--- src/rtl/riscv_multicycle_sequencer_if.sv ---
// Memory request/response bundle shared between the sequencer (master) and the
// single-port instruction/data memory (slave).
interface riscv_multicycle_sequencer_if;
  logic        mem_req;
  logic        mem_we;
  logic        mem_addr_sel;
  logic        mem_ready;
  logic [31:0] mem_rdata;

  modport master (
    output mem_req, mem_we, mem_addr_sel,
    input  mem_ready, mem_rdata
  );

  modport slave (
    input  mem_req, mem_we, mem_addr_sel,
    output mem_ready, mem_rdata
  );
endinterface

--- src/rtl/riscv_multicycle_sequencer.sv ---
// Multi-cycle RV32 control FSM (lw/sw/addi/add/sub) driving datapath strobes.
// Define RISCV_SEQ_RETIRE_COUNT_EN to build the 32-bit retired-instruction counter.
module riscv_multicycle_sequencer (
  input  logic                                clk,
  input  logic                                reset,
  input  logic                                run,
  riscv_multicycle_sequencer_if.master        mem,
  output logic [31:0]                         instr,
  output logic [2:0]                          alu_ctrl,
  output logic                                alu_b_source,
  output logic                                reg_write_enable,
  output logic                                reg_write_data_source,
  output logic                                pc_write,
  output logic [2:0]                          state,
  output logic                                illegal,
  output logic [31:0]                         retired_count
);

  typedef enum logic [2:0] {
    IDLE   = 3'd0,
    FETCH  = 3'd1,
    DECODE = 3'd2,
    EXEC   = 3'd3,
    MEM    = 3'd4,
    WB     = 3'd5,
    TRAP   = 3'd6
  } state_t;

  typedef enum logic [2:0] {
    CL_NONE = 3'd0,
    CL_LW   = 3'd1,
    CL_SW   = 3'd2,
    CL_ADDI = 3'd3,
    CL_ADD  = 3'd4,
    CL_SUB  = 3'd5
  } cls_t;

  state_t      state_q, state_d;
  cls_t        cls_q, cls_d;
  cls_t        dec_cls;
  logic [31:0] instr_q, instr_d;
  logic        illegal_q, illegal_d;
  logic        retire;

  always_comb begin
    dec_cls = CL_NONE;
    unique case (instr_q[6:0])
      7'b0000011: if (instr_q[14:12] == 3'b010) dec_cls = CL_LW;
      7'b0100011: if (instr_q[14:12] == 3'b010) dec_cls = CL_SW;
      7'b0010011: if (instr_q[14:12] == 3'b000) dec_cls = CL_ADDI;
      7'b0110011: begin
        if (instr_q[14:12] == 3'b000 && instr_q[31:25] == 7'b0000000) dec_cls = CL_ADD;
        if (instr_q[14:12] == 3'b000 && instr_q[31:25] == 7'b0100000) dec_cls = CL_SUB;
      end
      default: dec_cls = CL_NONE;
    endcase
  end

  always_ff @(posedge clk or posedge reset) begin
    if (reset) begin
      state_q   <= IDLE;
      cls_q     <= CL_NONE;
      instr_q   <= '0;
      illegal_q <= 1'b0;
    end else begin
      state_q   <= state_d;
      cls_q     <= cls_d;
      instr_q   <= instr_d;
      illegal_q <= illegal_d;
    end
  end

  always_comb begin
    state_d   = state_q;
    cls_d     = cls_q;
    instr_d   = instr_q;
    illegal_d = illegal_q;
    unique case (state_q)
      IDLE:   if (run) state_d = FETCH;
      FETCH:  if (mem.mem_ready) begin
                instr_d = mem.mem_rdata;
                state_d = DECODE;
              end
      DECODE: if (dec_cls == CL_NONE) begin
                illegal_d = 1'b1;
                state_d   = TRAP;
              end else begin
                cls_d   = dec_cls;
                state_d = EXEC;
              end
      EXEC:   state_d = (cls_q == CL_LW || cls_q == CL_SW) ? MEM : WB;
      MEM:    if (mem.mem_ready && cls_q == CL_LW) state_d = WB;
      WB:     state_d = state_q;
      TRAP:   state_d = TRAP;
      default: state_d = IDLE;
    endcase
    // Both retire points (WB, and sw completing in MEM) share the run check.
    if (retire) state_d = run ? FETCH : IDLE;
  end

  always_comb begin
    mem.mem_req           = 1'b0;
    mem.mem_we            = 1'b0;
    mem.mem_addr_sel      = 1'b0;
    alu_ctrl              = 3'b000;
    alu_b_source          = 1'b0;
    reg_write_enable      = 1'b0;
    reg_write_data_source = 1'b0;
    retire                = 1'b0;
    if (state_q == EXEC || state_q == MEM || state_q == WB) begin
      alu_ctrl     = (cls_q == CL_SUB) ? 3'b001 : 3'b000;
      alu_b_source = (cls_q == CL_LW || cls_q == CL_SW || cls_q == CL_ADDI);
    end
    unique case (state_q)
      FETCH: mem.mem_req = 1'b1;
      MEM: begin
        mem.mem_req      = 1'b1;
        mem.mem_addr_sel = 1'b1;
        mem.mem_we       = (cls_q == CL_SW);
        retire           = (cls_q == CL_SW) && mem.mem_ready;
      end
      WB: begin
        reg_write_enable      = 1'b1;
        reg_write_data_source = (cls_q == CL_LW);
        retire                = 1'b1;
      end
      default: ;
    endcase
    pc_write = retire;
  end

  assign instr   = instr_q;
  assign state   = state_q;
  assign illegal = illegal_q;

`ifdef RISCV_SEQ_RETIRE_COUNT_EN
  logic [31:0] retired_count_q, retired_count_d;

  always_comb retired_count_d = retired_count_q + (pc_write ? 32'd1 : 32'd0);

  always_ff @(posedge clk or posedge reset) begin
    if (reset) retired_count_q <= '0;
    else       retired_count_q <= retired_count_d;
  end

  assign retired_count = retired_count_q;
`else
  assign retired_count = '0;
`endif

endmodule

--- src/flat_wrapper.sv ---
// flat-port wrapper written by rule: the top's interface ports become plain ports
module riscv_multicycle_sequencer_flat 
  (clk, reset, run, instr, alu_ctrl, alu_b_source, reg_write_enable, reg_write_data_source, pc_write, state, illegal, retired_count, mem_mem_req, mem_mem_we, mem_mem_addr_sel, mem_mem_ready, mem_mem_rdata);
  riscv_multicycle_sequencer_if mem_i ();
  input  logic clk;
  input  logic reset;
  input  logic run;
  output logic [31:0] instr;
  output logic [2:0] alu_ctrl;
  output logic alu_b_source;
  output logic reg_write_enable;
  output logic reg_write_data_source;
  output logic pc_write;
  output logic [2:0] state;
  output logic illegal;
  output logic [31:0] retired_count;
  output wire logic [$bits(mem_i.mem_req)-1:0] mem_mem_req;
  output wire logic [$bits(mem_i.mem_we)-1:0] mem_mem_we;
  output wire logic [$bits(mem_i.mem_addr_sel)-1:0] mem_mem_addr_sel;
  input wire logic [$bits(mem_i.mem_ready)-1:0] mem_mem_ready;
  input wire logic [$bits(mem_i.mem_rdata)-1:0] mem_mem_rdata;
  assign mem_mem_req = mem_i.mem_req;
  assign mem_mem_we = mem_i.mem_we;
  assign mem_mem_addr_sel = mem_i.mem_addr_sel;
  assign mem_i.mem_ready = mem_mem_ready;
  assign mem_i.mem_rdata = mem_mem_rdata;
  riscv_multicycle_sequencer u_core (.clk(clk), .reset(reset), .run(run), .mem(mem_i), .instr(instr), .alu_ctrl(alu_ctrl), .alu_b_source(alu_b_source), .reg_write_enable(reg_write_enable), .reg_write_data_source(reg_write_data_source), .pc_write(pc_write), .state(state), .illegal(illegal), .retired_count(retired_count));
endmodule
--- config.mk ---
export PLATFORM = sky130hd
export DESIGN_NAME = riscv_multicycle_sequencer_flat
export DESIGN_NICKNAME = d
export VERILOG_FILES = /design/src/rtl/riscv_multicycle_sequencer_if.sv /design/src/rtl/riscv_multicycle_sequencer.sv /design/src/flat_wrapper.sv
export SDC_FILE = /design/constraint.sdc
export NUM_CORES = 1
export LEC_CHECK = 0
export CAP_MARGIN = 20
export CELL_PAD_IN_SITES_DETAIL_PLACEMENT = 1
export CELL_PAD_IN_SITES_GLOBAL_PLACEMENT = 1
export CORE_MARGIN = 10
export CORE_UTILIZATION = 28
export DETAILED_ROUTE_END_ITERATION = 10
export GPL_TIMING_DRIVEN = 0
export PLACE_DENSITY = 0.83
export SLEW_MARGIN = 30
export SYNTH_ARGS = -nofsm -noshare
export SYNTH_HDL_FRONTEND = slang
export SYNTH_SLANG_ARGS = --single-unit
--- constraint.sdc ---
create_clock -name clk -period 2.35 [get_ports clk]
set_input_delay 0.47 -clock clk [delete_from_list [all_inputs] [get_ports clk]]
set_output_delay 0.47 -clock clk [all_outputs]
set_load 0.01 [all_outputs]
==> results of run 1 <==
[sequential cells by signal (all words and copies together), names as in the netlist]
register,count
u_core.illegal,1
u_core.cls_q,3
u_core.instr,32
u_core.state,3
[worst register-to-register path: stages (launching register included)]
cell     delay, ns
dfrtp_1       0.61
nor4b_4       0.61
buf_6         0.25
mux2_2        0.34
[what timing repair did]
action | in CTS | in global routing
endpoints found under the hold margin | 0 | 0
hold buffers | 0 | 0
gates resized for setup | 8 | 6
pin swaps | 0 | 0
endpoints found under the setup margin | 6 | 4
buffers inserted | 2 | 0
[worst min-delay path by stage]
stage	start	endpoint	slack [ns]	depth (start not counted)
floorplan	u_core.illegal	u_core.illegal	0.50	2
detailed placement	u_core.instr[19]	u_core.instr[19]	0.48	1
CTS	reset	u_core.instr[9]	0.49	2
global route	reset	u_core.instr[12]	0.50	2
finish	reset	u_core.instr[10]	0.48	2
global placement	u_core.illegal	u_core.illegal	0.46	2
[Yosys cell counts (3+ instances only)]
cell type / instances
nand3b_1: 3
buf_4: 34
buf_6: 3
a21oi_1: 6
o22ai_1: 3
dfrtp_1: 39
nand2_1: 3
mux2_2: 16
nand3_1: 3
mux2_1: 15
nand2b_1: 5
o21ai_0: 3
inv_1: 7
nor2b_1: 3
nor2_1: 4
[kinds of logic (layout without fill, tap and decap cells)]
family	after synthesis	count (layout)	share of synthesized area, %
other cells	1	34	0.185
buf+inv	47	136	16.2
flops	39	39	48.1
xor+xnor	1	1	0.432
compound gates	21	21	6.84
simple gates	34	34	11.1
mux	31	31	17.2
[report_power, final]
| part | total (W) | internal [W] | switching (W) |
|---|---|---|---|
| Clock | 0.000495 | 0.000268 | 0.000227 |
| Sequential | 0.00124 | 0.000987 | 0.000253 |
| Combinational | 0.00178 | 0.00106 | 0.000723 |
[final cells by class]
type	instances	area, µm²
inverter	7	26.3
clock buffer	8	100
sequential	39	977
tap	96	120
fill	783	3700
timing repair buffer	82	822
buffer	39	302
multi-input combinational	121	856
[metal layers]
layer / track usage (%) / up-vias / share of wire, % / routed length [µm]
met3: 8.11 / 4 / 15 / 921
met4: 1.76 / 0 / 0.30 / 19
met1: 10.8 / 769 / 38 / 2380
met5: 0 / - / 0 / 0
li1: - / 784 / - / -
met2: 18.5 / 79 / 47 / 2940
[per-stage QoR]
stage	std cells	hold WS, ns
floorplan	207	0.503
global placement	382	0.457
detailed placement	383	0.478
CTS	392	0.489
global route	392	0.495
finish	392	0.480
[layout by cell type, fill, tap and decap left out, drive strengths merged, types with 3 or more instances in the layout]
| cell | netlist | layout |
|---|---|---|
| nand3 | 3 | 3 |
| conb | 1 | 34 |
| nor2 | 4 | 4 |
| dfrtp | 39 | 39 |
| inv | 7 | 7 |
| buf | 38 | 41 |
| mux2 | 31 | 31 |
| nand3b | 3 | 3 |
| nor2b | 3 | 3 |
| nand2 | 3 | 3 |
| a21oi | 6 | 6 |
| o21ai | 3 | 3 |
| nand2b | 5 | 5 |
| clkdlybuf4s50 | 0 | 74 |
| clkbuf | 2 | 10 |
| o22ai | 3 | 3 |
==> impl_results.md, run 1 <==
* Status: finished clean
* Vias in the first global route at 1863
* Reg2Reg Capture Point: u_core.instr[5]
* Final setup fails at 0
* CTS Sinks at 39
* Sequential fraction of the synthesis area at 48.1%
* Die ar. at 0.0111 mm²
* Vias after detailed routing at 1636
* LEAKAGE at 1.45 nW
* Diode count at 0
* Max-cap violations at 0
* Synthesis Warnings at 0
* Largest delay share family, worst path: buffers and inverters
* Placed Area at 0.00308 mm²
* Synth top area share at 48.1%
* Slew HR at 58.5%
* Worst-path fanout max at 14
* Arrival time at the worst endpoint at 1.77 ns
* Initial antenna violation count at 0
* Post-Syn Area per Cell at 11.7 µm²
* Post-Route WL at 6270 µm
* CP Launch Point: u_core.state[0]
* Fraction of registers with async set/reset at 100%
* Bufs and invs on worst path at 1
* # rows at 30
* Final cycle utilization of the critical path at 95.3%
* Synthesized cell area at 0.00203 mm²
* Ratio of cells with drive above 1 in the final layout at 24.3%
* Post-synth top flop: dfrtp_1
* CP Launch Type: register
* Crit-path max cell delay at 0.59 ns
* Leading post-synthesis cells by cell area: dfrtp_1 (48%), buf_4 (13%), mux2_2 (8.9%)
* RR Startpoint: u_core.state[0]
* Worst hold path class: in2async
* Cells along the critical path: nor4_2, clkdlybuf4s50_1
* H-tree levels at 2
* Period minus WS final at 2.24 ns
* TritonRoute pass-1 iters at 2
* Fin Setup TNS at 0 ns
* Worst-path clk slew at 0.08 ns
* Place WS at -0.378 ns
* Aggregate global routing overflow at 0
* Layout Nets at 331
* Worst path required time at 1.88 ns
* Slew @ Worst Pin at 0.620 ns
* Yosys reg bits at 39
* Levels on crit path at 2
* Via/cell ratio at 4.17
* Avg WL per Cell at 16.0 µm
* Layout Cell Area excl Fill at 0.00320 mm²
* First-pass GRT wire length at 9850 µm
* Longest Clk Path Bufs at 2
* Synth-to-layout area growth at 57.8%
* Total power at 0.00352 W
* Starting DRT DRC Count at 18
* I/O Pins at 114
* R2R setup slack at 0.42 ns
* Max-slew violation count at 0
* CTS tree: done
* Num CTS Buffers at 5
* Core area at 0.00691 mm²
* Pwr/cell area at 1100 mW/mm²
* VDD IR max at 0.000509 V
* Final HPWL DP at 5200 µm
* Cell type with the largest total area after synthesis: dfrtp_1
* Setup slack after layout at 0.111 ns
* Achievable Freq at 0.447 GHz
* Starting Density at 29.4%
* Final Core Density at 46.4%
* Worst skew pair latency at 0.28 ns
* Crit path to: mem_mem_we
* Worst Setup Path Type: reg2out
* Crit path max-delay cell type: clkdlybuf4s50_1
* Largest net degree at the start of global routing at 25
* Worst clock skew at 0.00612 ns
* Number of flops mapped to enable cells by yosys at 0
* CTS root buf: clkbuf_8
* PortBufs at 79
* Die Ht at 105 µm
* Global Route Usage Sum at 11.0%
* Final Wtd Congestion at 0.733
* RSZ-0062 raised after global routing: false
* Reg2Reg Depth at 3
* Capturing element type of the critical path: output port
* Synth cell types at 38
* DRT antenna net count at 0
* Syn Inst Count at 174
* Final hold vios at 0
* Post-route DRC at 0
* Die width at 105 µm
No activity file was read; power rests on OpenSTA's default activity.
==> run 2: changes to the inputs <==
CORE_MARGIN = 1.5   (was 10)
RECOVER_POWER = 50   (was unset)
==> run 2 against run 1 <==
Die area shrank 30%. Maximum frequency grew 1.1%. Setup slack gained 0.025 ns. Sequential share of layout area grew 0.11 points. Register-to-register slack lost 0.24 ns. Cell count is the same. Utilization shrank 0.11 points. Global-route usage grew 2.6 points. Critical path type unchanged. Largest cell class unchanged.
==> impl_results.md, run 2 (synthesis gave the netlist of run 1 again) <==
* Slew HR at 33.8% (-25 points)
* Final cycle utilization of the critical path at 94.2% (-1.1 points)
* Post-Route WL at 5080 µm (-19%)
* Global Route Usage Sum at 13.5% (+2.6 points)
* Num CTS Buffers at 5 (unchanged)
* # rows at 30 (unchanged)
* Arrival time at the worst endpoint at 1.74 ns (-0.03 ns)
* Worst skew pair latency at 0.30 ns (+0.02 ns)
* Die Ht at 88.1 µm (-16%)
* Max reg flops at 32 (unchanged)
* Worst Setup Path Type: reg2out
* I/O Pins at 114 (unchanged)
* Slew @ Worst Pin at 0.990 ns (+0.370 ns)
* CTS Sinks at 39 (unchanged)
* Commonest non-fill, non-tap cells in the layout: clkdlybuf4s50_1 (52), dfrtp_1 (37), buf_4 (36), conb_1 (34), dlygate4sd3_1 (22)
* DRT antenna net count at 0 (unchanged)
* Synth-to-layout area growth at 57.5%
* Cells along the critical path: nand2b_1, or4_4, nand2_1, clkdlybuf4s15_2
* Achievable Freq at 0.452 GHz (+1.1%)
* Worst-path clk slew at 0.08 ns (about the same)
* Largest net degree at the start of global routing at 30 (+20%)
* Crit path max-delay cell type: or4_4
* CTS root buf: clkbuf_8
* Met3 Wirelength at 545 µm (-41%)
* Crit-path max cell delay at 0.52 ns (-0.07 ns)
* Max Used Layer: met4
* Area of the multi-input gates at 857 µm² (+0.15%)
* Avg WL per Cell at 13.0 µm (-19%)
* Period minus WS final at 2.21 ns (-0.0249 ns)
* Final Wtd Congestion at 0.839 (+14%)
* Final hold slack at 0.483 ns (+0.00348 ns)
* Register area at 978 µm² (+0.13%)
* Place WS at -0.400 ns (-0.0229 ns)
* Starting DRT DRC Count at 23 (+5)
* Core area at 0.00691 mm² (unchanged)
* Vias after detailed routing at 1624 (-0.73%)
* H-tree levels at 2 (unchanged)
* Ratio of cells with drive above 1 in the final layout at 25.3% (+1.0 points)
* CTS tree: done
* TritonRoute pass-1 iters at 4 (+2)
* PortBufs at 79 (unchanged)
* Status: finished clean
* Longest Clk Path Bufs at 2 (unchanged)
* RSZ-0062 raised after global routing: false
* Final HPWL DP at 3950 µm (-24%)
* Worst clock skew at 0.00726 ns (+0.00114 ns)
* Post-CTS Hold Buffers at 0 (unchanged)
* Aggregate global routing overflow at 0 (unchanged)
* Diode count at 0 (unchanged)
* Capturing element type of the critical path: output port
* Placed Area at 0.00308 mm² (unchanged)
* Setup slack after layout at 0.136 ns (+0.0249 ns)
* CP Launch Type: register
* Starting Density at 29.4% (unchanged)
* Final hold vios at 0 (unchanged)
* Max-cap violations at 0 (unchanged)
* Metal1 wirelength at 2030 µm (-15%)
* Most common cell after layout, fill and taps aside: clkdlybuf4s50_1
* LEAKAGE at 1.45 nW (-0.25%)
* Max-slew violation count at 0 (unchanged)
* Via/cell ratio at 4.14 (-0.73%)
* Vias in the first global route at 1614 (-13%)
* Final setup fails at 0 (unchanged)
* Layout Cell Area excl Fill at 0.00320 mm² (-0.23%)
* Die width at 88.1 µm (-16%)
* Pwr/cell area at 1070 mW/mm² (-3.0%)
* Met2 WL at 2440 µm (-17%)
* Die ar. at 0.00777 mm² (-30%)
* Layout Nets at 331 (unchanged)
* Post-route DRC at 0 (unchanged)
* VDD IR max at 0.000582 V (+14%)
* Worst hold path class: reg2reg
* Worst-path fanout max at 5 (-9)
* Initial antenna violation count at 0 (unchanged)
* First-pass GRT wire length at 7890 µm (-20%)
* Worst path required time at 1.88 ns (about the same)
* Fill cell count at 813 (+3.8%)
==> run 2: where the power goes <==
| group | switching [W] | internal, W | leakage [nW] |
|---|---|---|---|
| combinational | 0.000690 | 0.000987 | 0.933 |
| sequential | 0.000232 | 0.000988 | 0.466 |
| clock | 0.000240 | 0.000267 | 0.0505 |
==> run 2: cell type report <==
| type | count | share of cell area (%) |
|---|---|---|
| clock inverter | 1 | 0.235 |
| clock buffer | 7 | 3.01 |
| buffer | 39 | 9.44 |
| inverter | 7 | 0.822 |
| multi-input combinational | 121 | 26.8 |
| sequential | 39 | 30.6 |
| tap | 96 | 3.76 |
| timing repair buffer | 82 | 25.3 |
==> run 2: repair_timing <==
item,4_1_cts,5_1_grt
setup buffers,1,1
gates cloned,0,0
gates resized for setup,11,6
pin swaps,0,1
endpoints found under the setup margin,6,3
hold endpoints to repair,0,0
==> run 2: worst max-delay path, delay by kind of cell, from the launching register on <==
kind                   cells  cell delay, ns
buffers and inverters      1            0.23
and+or+nand+nor            3            0.81
DFF                        1            0.42
==> run 2: routing by layer <==
| layer | up-vias | global-route usage (%) |
|---|---|---|
| li1 | 783 | - |
| met1 | 754 | 15.6 |
| met2 | 80 | 22.5 |
| met3 | 7 | 6.03 |
| met4 | 0 | 4.69 |
| met5 | - | 0 |
==> run 2: final timing paths <==
| kind | startpoint | to | slack, ns | cells past startpoint |
|---|---|---|---|---|
| worst max-delay path | u_core.cls_q[0] | pc_write | 0.14 | 4 |
| worst min-delay path | u_core.instr[7] | u_core.instr[7] | 0.48 | 1 |
| worst max register to register | u_core.state[1] | u_core.instr[3] | 0.18 | 4 |
| worst min register to register | u_core.instr[7] | u_core.instr[7] | 0.48 | 1 |
| max in group asynchronous | reset | u_core.state[2] | 0.67 | 3 |
| min in group asynchronous | reset | u_core.instr[10] | 0.60 | 2 |
==> run 2: per-stage QoR <==
stage,TNS (ns),util (%),instances,total power [W]
after global routing,0,46.3,392,0.00365
after floorplan,0,-,207,0.00206
final,0,46.3,392,0.00340
after global placement,-1.60,44.4,382,0.00294
after CTS,0,46.4,391,0.00355
after detailed placement,-1.76,44.7,383,0.00300
